File: src/rtl/security_access_ctrl_if.sv
// Keypad and status bundle for security_access_ctrl.
// master drives keys and code loads and observes status; slave is the controller.
interface security_access_ctrl_if;
  logic       key_valid;
  logic [1:0] key;
  logic       clear;
  logic       code_load;
  logic [5:0] code_in;
  logic       lock;
  logic       lockout;
  logic [1:0] fail_cnt;
  logic [2:0] state_o;

  modport master (
    output key_valid, key, clear, code_load, code_in,
    input  lock, lockout, fail_cnt, state_o
  );

  modport slave (
    input  key_valid, key, clear, code_load, code_in,
    output lock, lockout, fail_cnt, state_o
  );
endinterface

File: src/rtl/security_access_ctrl.sv
// Three-digit keypad lock with auto-relock timer and entry timeout.
// Define SECURITY_LOCKOUT_EN to enter a timed LOCKOUT after MAX_FAIL failed attempts.
module security_access_ctrl #(
  parameter int UNLOCK_CYCLES  = 16,
  parameter int ENTRY_TIMEOUT  = 32,
  parameter int LOCKOUT_CYCLES = 64,
  parameter int MAX_FAIL       = 3
) (
  input logic                   clk,
  input logic                   rst_n,
  security_access_ctrl_if.slave bus
);
  // state   | meaning
  // IDLE    | locked, waiting for first digit
  // D1      | first digit accepted, waiting for second
  // D2      | second digit accepted, waiting for third
  // OPEN    | unlocked until timer expiry or clear
  // LOCKOUT | too many failures, all inputs ignored
  typedef enum logic [2:0] {
    IDLE    = 3'd0,
    D1      = 3'd1,
    D2      = 3'd2,
    OPEN    = 3'd3,
    LOCKOUT = 3'd4
  } state_t;

  state_t     state, state_nxt;
  logic [7:0] timer, timer_nxt;
  logic [5:0] code, code_nxt;
  logic [1:0] fail_q, fail_nxt, fail_inc;
  logic       lock_q, lock_nxt;
  logic [1:0] digit;
  logic       digit_ok;
  logic       lockout_en;
  logic       enter_lockout;

  always_comb begin
    case (state)
      D1:      digit = code[3:2];
      D2:      digit = code[1:0];
      default: digit = code[5:4];
    endcase
  end

  // key 0 never matches, even if a loaded code contains a zero digit
  assign digit_ok      = (bus.key == digit) && (bus.key != 2'd0);
  assign fail_inc      = (fail_q == 2'd3) ? 2'd3 : fail_q + 2'd1;
  assign enter_lockout = lockout_en && (int'(fail_inc) >= MAX_FAIL);

  always_ff @(posedge clk or negedge rst_n) begin
    if (!rst_n) begin
      state  <= IDLE;
      timer  <= 8'd0;
      code   <= 6'b11_01_10;
      fail_q <= 2'd0;
      lock_q <= 1'b1;
    end else begin
      state  <= state_nxt;
      timer  <= timer_nxt;
      code   <= code_nxt;
      fail_q <= fail_nxt;
      lock_q <= lock_nxt;
    end
  end

  always_comb begin
    state_nxt = state;
    timer_nxt = timer;
    code_nxt  = code;
    fail_nxt  = fail_q;
    case (state)
      IDLE, D1, D2: begin
        if (bus.clear) begin
          state_nxt = IDLE;
          timer_nxt = 8'd0;
        end else if (bus.key_valid) begin
          if (!digit_ok) begin
            fail_nxt = fail_inc;
            if (enter_lockout) begin
              state_nxt = LOCKOUT;
              timer_nxt = 8'(LOCKOUT_CYCLES);
            end else begin
              state_nxt = IDLE;
              timer_nxt = 8'd0;
            end
          end else if (state == D2) begin
            state_nxt = OPEN;
            fail_nxt  = 2'd0;
            timer_nxt = 8'(UNLOCK_CYCLES);
          end else begin
            state_nxt = (state == IDLE) ? D1 : D2;
            timer_nxt = 8'(ENTRY_TIMEOUT);
          end
        end else if (state != IDLE) begin
          if (timer == 8'd0) state_nxt = IDLE;
          else               timer_nxt = timer - 8'd1;
        end
      end
      OPEN: begin
        if (bus.code_load) code_nxt = bus.code_in;
        if (bus.clear || timer == 8'd0) begin
          state_nxt = IDLE;
          timer_nxt = 8'd0;
        end else begin
          timer_nxt = timer - 8'd1;
        end
      end
      LOCKOUT: begin
        if (timer == 8'd0) begin
          state_nxt = IDLE;
          fail_nxt  = 2'd0;
        end else begin
          timer_nxt = timer - 8'd1;
        end
      end
      default: begin
        state_nxt = IDLE;
        timer_nxt = 8'd0;
      end
    endcase
  end

  always_comb begin
    lock_nxt = (state_nxt != OPEN);
  end

  assign bus.lock     = lock_q;
  assign bus.fail_cnt = fail_q;
  assign bus.state_o  = state;

`ifdef SECURITY_LOCKOUT_EN
  logic lockout_q;

  assign lockout_en = 1'b1;

  always_ff @(posedge clk or negedge rst_n) begin
    if (!rst_n) lockout_q <= 1'b0;
    else        lockout_q <= (state_nxt == LOCKOUT);
  end

  assign bus.lockout = lockout_q;
`else
  assign lockout_en  = 1'b0;
  assign bus.lockout = 1'b0;
`endif
endmodule

File: src/flat_wrapper.sv
// flat-port wrapper written by rule: the top's interface ports become plain ports
module security_access_ctrl_flat 
#(
  parameter int UNLOCK_CYCLES  = 16,
  parameter int ENTRY_TIMEOUT  = 32,
  parameter int LOCKOUT_CYCLES = 64,
  parameter int MAX_FAIL       = 3
)
  (clk, rst_n, bus_key_valid, bus_key, bus_clear, bus_code_load, bus_code_in, bus_lock, bus_lockout, bus_fail_cnt, bus_state_o);
  security_access_ctrl_if bus_i ();
  input logic clk;
  input logic rst_n;
  input wire logic [$bits(bus_i.key_valid)-1:0] bus_key_valid;
  input wire logic [$bits(bus_i.key)-1:0] bus_key;
  input wire logic [$bits(bus_i.clear)-1:0] bus_clear;
  input wire logic [$bits(bus_i.code_load)-1:0] bus_code_load;
  input wire logic [$bits(bus_i.code_in)-1:0] bus_code_in;
  output wire logic [$bits(bus_i.lock)-1:0] bus_lock;
  output wire logic [$bits(bus_i.lockout)-1:0] bus_lockout;
  output wire logic [$bits(bus_i.fail_cnt)-1:0] bus_fail_cnt;
  output wire logic [$bits(bus_i.state_o)-1:0] bus_state_o;
  assign bus_i.key_valid = bus_key_valid;
  assign bus_i.key = bus_key;
  assign bus_i.clear = bus_clear;
  assign bus_i.code_load = bus_code_load;
  assign bus_i.code_in = bus_code_in;
  assign bus_lock = bus_i.lock;
  assign bus_lockout = bus_i.lockout;
  assign bus_fail_cnt = bus_i.fail_cnt;
  assign bus_state_o = bus_i.state_o;
  security_access_ctrl #(.UNLOCK_CYCLES(UNLOCK_CYCLES), .ENTRY_TIMEOUT(ENTRY_TIMEOUT), .LOCKOUT_CYCLES(LOCKOUT_CYCLES), .MAX_FAIL(MAX_FAIL)) u_core (.clk(clk), .rst_n(rst_n), .bus(bus_i));
endmodule
File: config.mk
export PLATFORM = sky130hd
export DESIGN_NAME = security_access_ctrl_flat
export DESIGN_NICKNAME = d
export VERILOG_FILES = /design/src/rtl/security_access_ctrl_if.sv /design/src/rtl/security_access_ctrl.sv /design/src/flat_wrapper.sv
export SDC_FILE = /design/constraint.sdc
export NUM_CORES = 1
export LEC_CHECK = 0
export ABC_AREA = 1
export BUFFER_PORTS_ARGS = -buffer_cell sky130_fd_sc_hd__buf_2
export CORE_ASPECT_RATIO = 0.75
export CORE_MARGIN = 5
export CORE_UTILIZATION = 35
export DETAILED_ROUTE_END_ITERATION = 7
export PLACE_DENSITY = 0.56
export SYNTH_ARGS = -nofsm -noshare
export SYNTH_HDL_FRONTEND = slang
export SYNTH_SLANG_ARGS = --single-unit
File: constraint.sdc
create_clock -name clk -period 2.4 [get_ports clk]
set_clock_uncertainty 0.1 [all_clocks]
set_input_delay 0.48 -clock clk [delete_from_list [all_inputs] [get_ports clk]]
set_output_delay 0.48 -clock clk [all_outputs]
set_load 0.03 [all_outputs]
==> out/summary.txt <==
Hold Worst Slack: 0.0594 ns
aggregate routed wire length: 2610 um
buffers added on ports: 18
most used cell, CP: nand3_1
Clk pin slew, worst setup/hold paths: 0.08 ns
Sink Count: 20
Root Buffer: clkbuf_8
buffer levels on the longest clock path: 2
ant diodes: 0
vias: 1077
count leader, synth: nand2_1
Max Slew Vio Count: 0
synthesized area: 0.00124 mm^2
Max Freq: 526 MHz
crit path cell chain: inv_1, ha_1, nand3_1, nor3_2, nand2_2, nand3_1, nand2_1, nor2_2, inv_2, nand3_1, inv_1
DR WL/cell: 11.8 um
post-CTS sizing: 0
Synthesized Nets: 175
startpoint types: flop
crit end category: flop
layout cells sized above 1: 35.2%
Avg Cell Area, Syn: 7.69 um^2
worst path required time: 2.46 ns
Worst Hold Class: primary input to asynchronous set/reset pin
Yosys reg bits: 20
htree depth: 1
post-layout util: 43.0%
number of global-route vias before repair: 1014
synth warn: 0
Yosys top cell by area: dfrtp_1
final setup fails: 0
min Tclk post-route: 1.90 ns
Yosys cell types: 26
CTS tree: yes
dpl ws: 0.503 ns
RSZ-0062 raised after global routing: false
cell family with most CP delay: simple AND/OR/NAND/NOR gates
hold-fix buffers at CTS: 0
first-pass detailed-route iteration total: 4
post-synth top area share: 30.3%
Max-Cap Viols: 0
largest net degree at the start of global routing: 21
Worst path max stage delay: 0.40 ns
area grow syn2layout: 16.5%
total grt overflow: 0
kind of critical path: flop to flop
post-DP HPWL: 2110 um
Commonest cells post-synth: nand2_1 (44), nand3_1 (18), dfrtp_1 (15)
CP arrival: 1.96 ns
Worst Path Buf+Inv: 3
async set-or-reset flop fraction in the synthesized netlist: 100%
Die ar.: 0.00484 mm^2
EDFF count, synth: 0
period utilization: 79.2%
DR iter-0 viols: 86
outcome: completed
Hold Vio Cnt, Final: 0
Top FF cell, synth: dfrtp_1
top cells by area, synth: dfrtp_1 (30%), nand2_1 (13%), dfstp_2 (11%)
CP max FO: 7
IO Count: 20
post-CTS setup buffers: 0
Power Total: 1.63 mW
GRT Total Usage: 12.6%
setup_tns: 0 ns
DRC viols: 0
wire length of the first global-routing pass: 4710 um
Critical Path Slowest Stage Cell: dfrtp_1
antenna viol nets, final: 0
die width: 78.7 um
Peak VDD IR: 0.395 mV
initial core utilization: 36.9%
fin nets: 197
Worst Setup Slack, final: 0.499 ns
Post-Syn Instances: 161
sequential fraction of the synthesis area: 40.9%
clock latency reported for the late side of the worst-skew pair: 0.26 ns
gpl congestion: 0.834
PwrDens: 1130 mW/mm^2
row count: 18
CTS Buf Count: 3
Core ar.: 0.00336 mm^2
drt via density: 4.85
height of the die: 61.5 um
leakage power: 0.772 nW
initial antenna violation count: 0
report_power, final:
group	total, mW	switching, mW	internal [mW]
registers	0.583	0.105	0.477
logic	0.709	0.430	0.278
clock network	0.336	0.114	0.223
total	1.63	0.649	0.979
stage by stage:
step                instances  instance area [um^2]
floorplan                 161                  1240
global placement          218                  1370
detailed placement        218                  1370
CTS                       222                  1440
global route              222                  1440
finish                    222                  1440
path summary, 6_finish.rpt:
path	start	end	slack, ns	depth (start not counted)
max	u_core.timer[0]	u_core.timer[2]	0.50	11
min	rst_n	u_core.timer[2]	0.06	1
max reg2reg	u_core.timer[0]	u_core.timer[2]	0.50	11
min reg2reg	u_core.timer[0]	u_core.timer[0]	0.40	1
max in group asynchronous	rst_n	u_core.code[5]	1.80	1
min in group clk	bus_code_in[5]	u_core.code[5]	0.35	2
registers in the layout, summed over array words and instances (netlist names):
| signal | flops |
|---|---|
| u_core.code | 6 |
| u_core.bus.lock | 1 |
| u_core.timer | 8 |
| u_core.bus.state_o | 3 |
| u_core.bus.fail_cnt | 2 |
worst register-to-register path: stages, from the launching register on:
cell and delay (ns):
dfrtp_1 0.40, inv_1 0.06, ha_1 0.18, nand3_1 0.13, nor3_2 0.17, nand2_2 0.13, nand3_1 0.18, nand2_1 0.12
nor2_2 0.17, inv_2 0.05, nand3_1 0.06, inv_1 0.04
routing by layer:
metal / up-vias / share of wire [%] / track usage, %
met5: - / 0 / 0
met4: 0 / 0.84 / 2.99
met3: 5 / 4.6 / 3.22
met2: 24 / 44 / 20.7
met1: 497 / 50 / 16.9
li1: 551 / - / -
layout make-up:
class	instances	area (um^2)
fillers	319	1910
multi-input cells	118	642
flip-flops and latches	20	507
repair buffers	18	90.1
inverters	22	82.6
well taps	40	50.0
clock buffers	3	41.3
clock inverters	1	30.0
cell families after synthesis:
family / synth area share (%)
multiplexers: 5.45
adder cells (fa/ha/maj): 1.01
XOR/XNOR: 2.83
other: 0.303
flip-flops: 40.9
AND/OR/NAND/NOR: 36.7
buffers and inverters: 7.27
AO/OA/AOI/OAI: 5.56
cell usage in the layout (no fill, tap or decap), types with 3 or more instances in the layout:
master,netlist,final
a21oi_1,6,6
dfstp_2,5,5
clkbuf_8,0,3
nand3_1,18,18
nor2_2,4,4
inv_1,13,13
inv_2,9,9
dfrtp_1,15,15
nand2_1,44,44
nor2_1,11,11
buf_2,0,18
mux2_2,6,6
nand2_2,10,10
(Power assumes the default switching activity.)
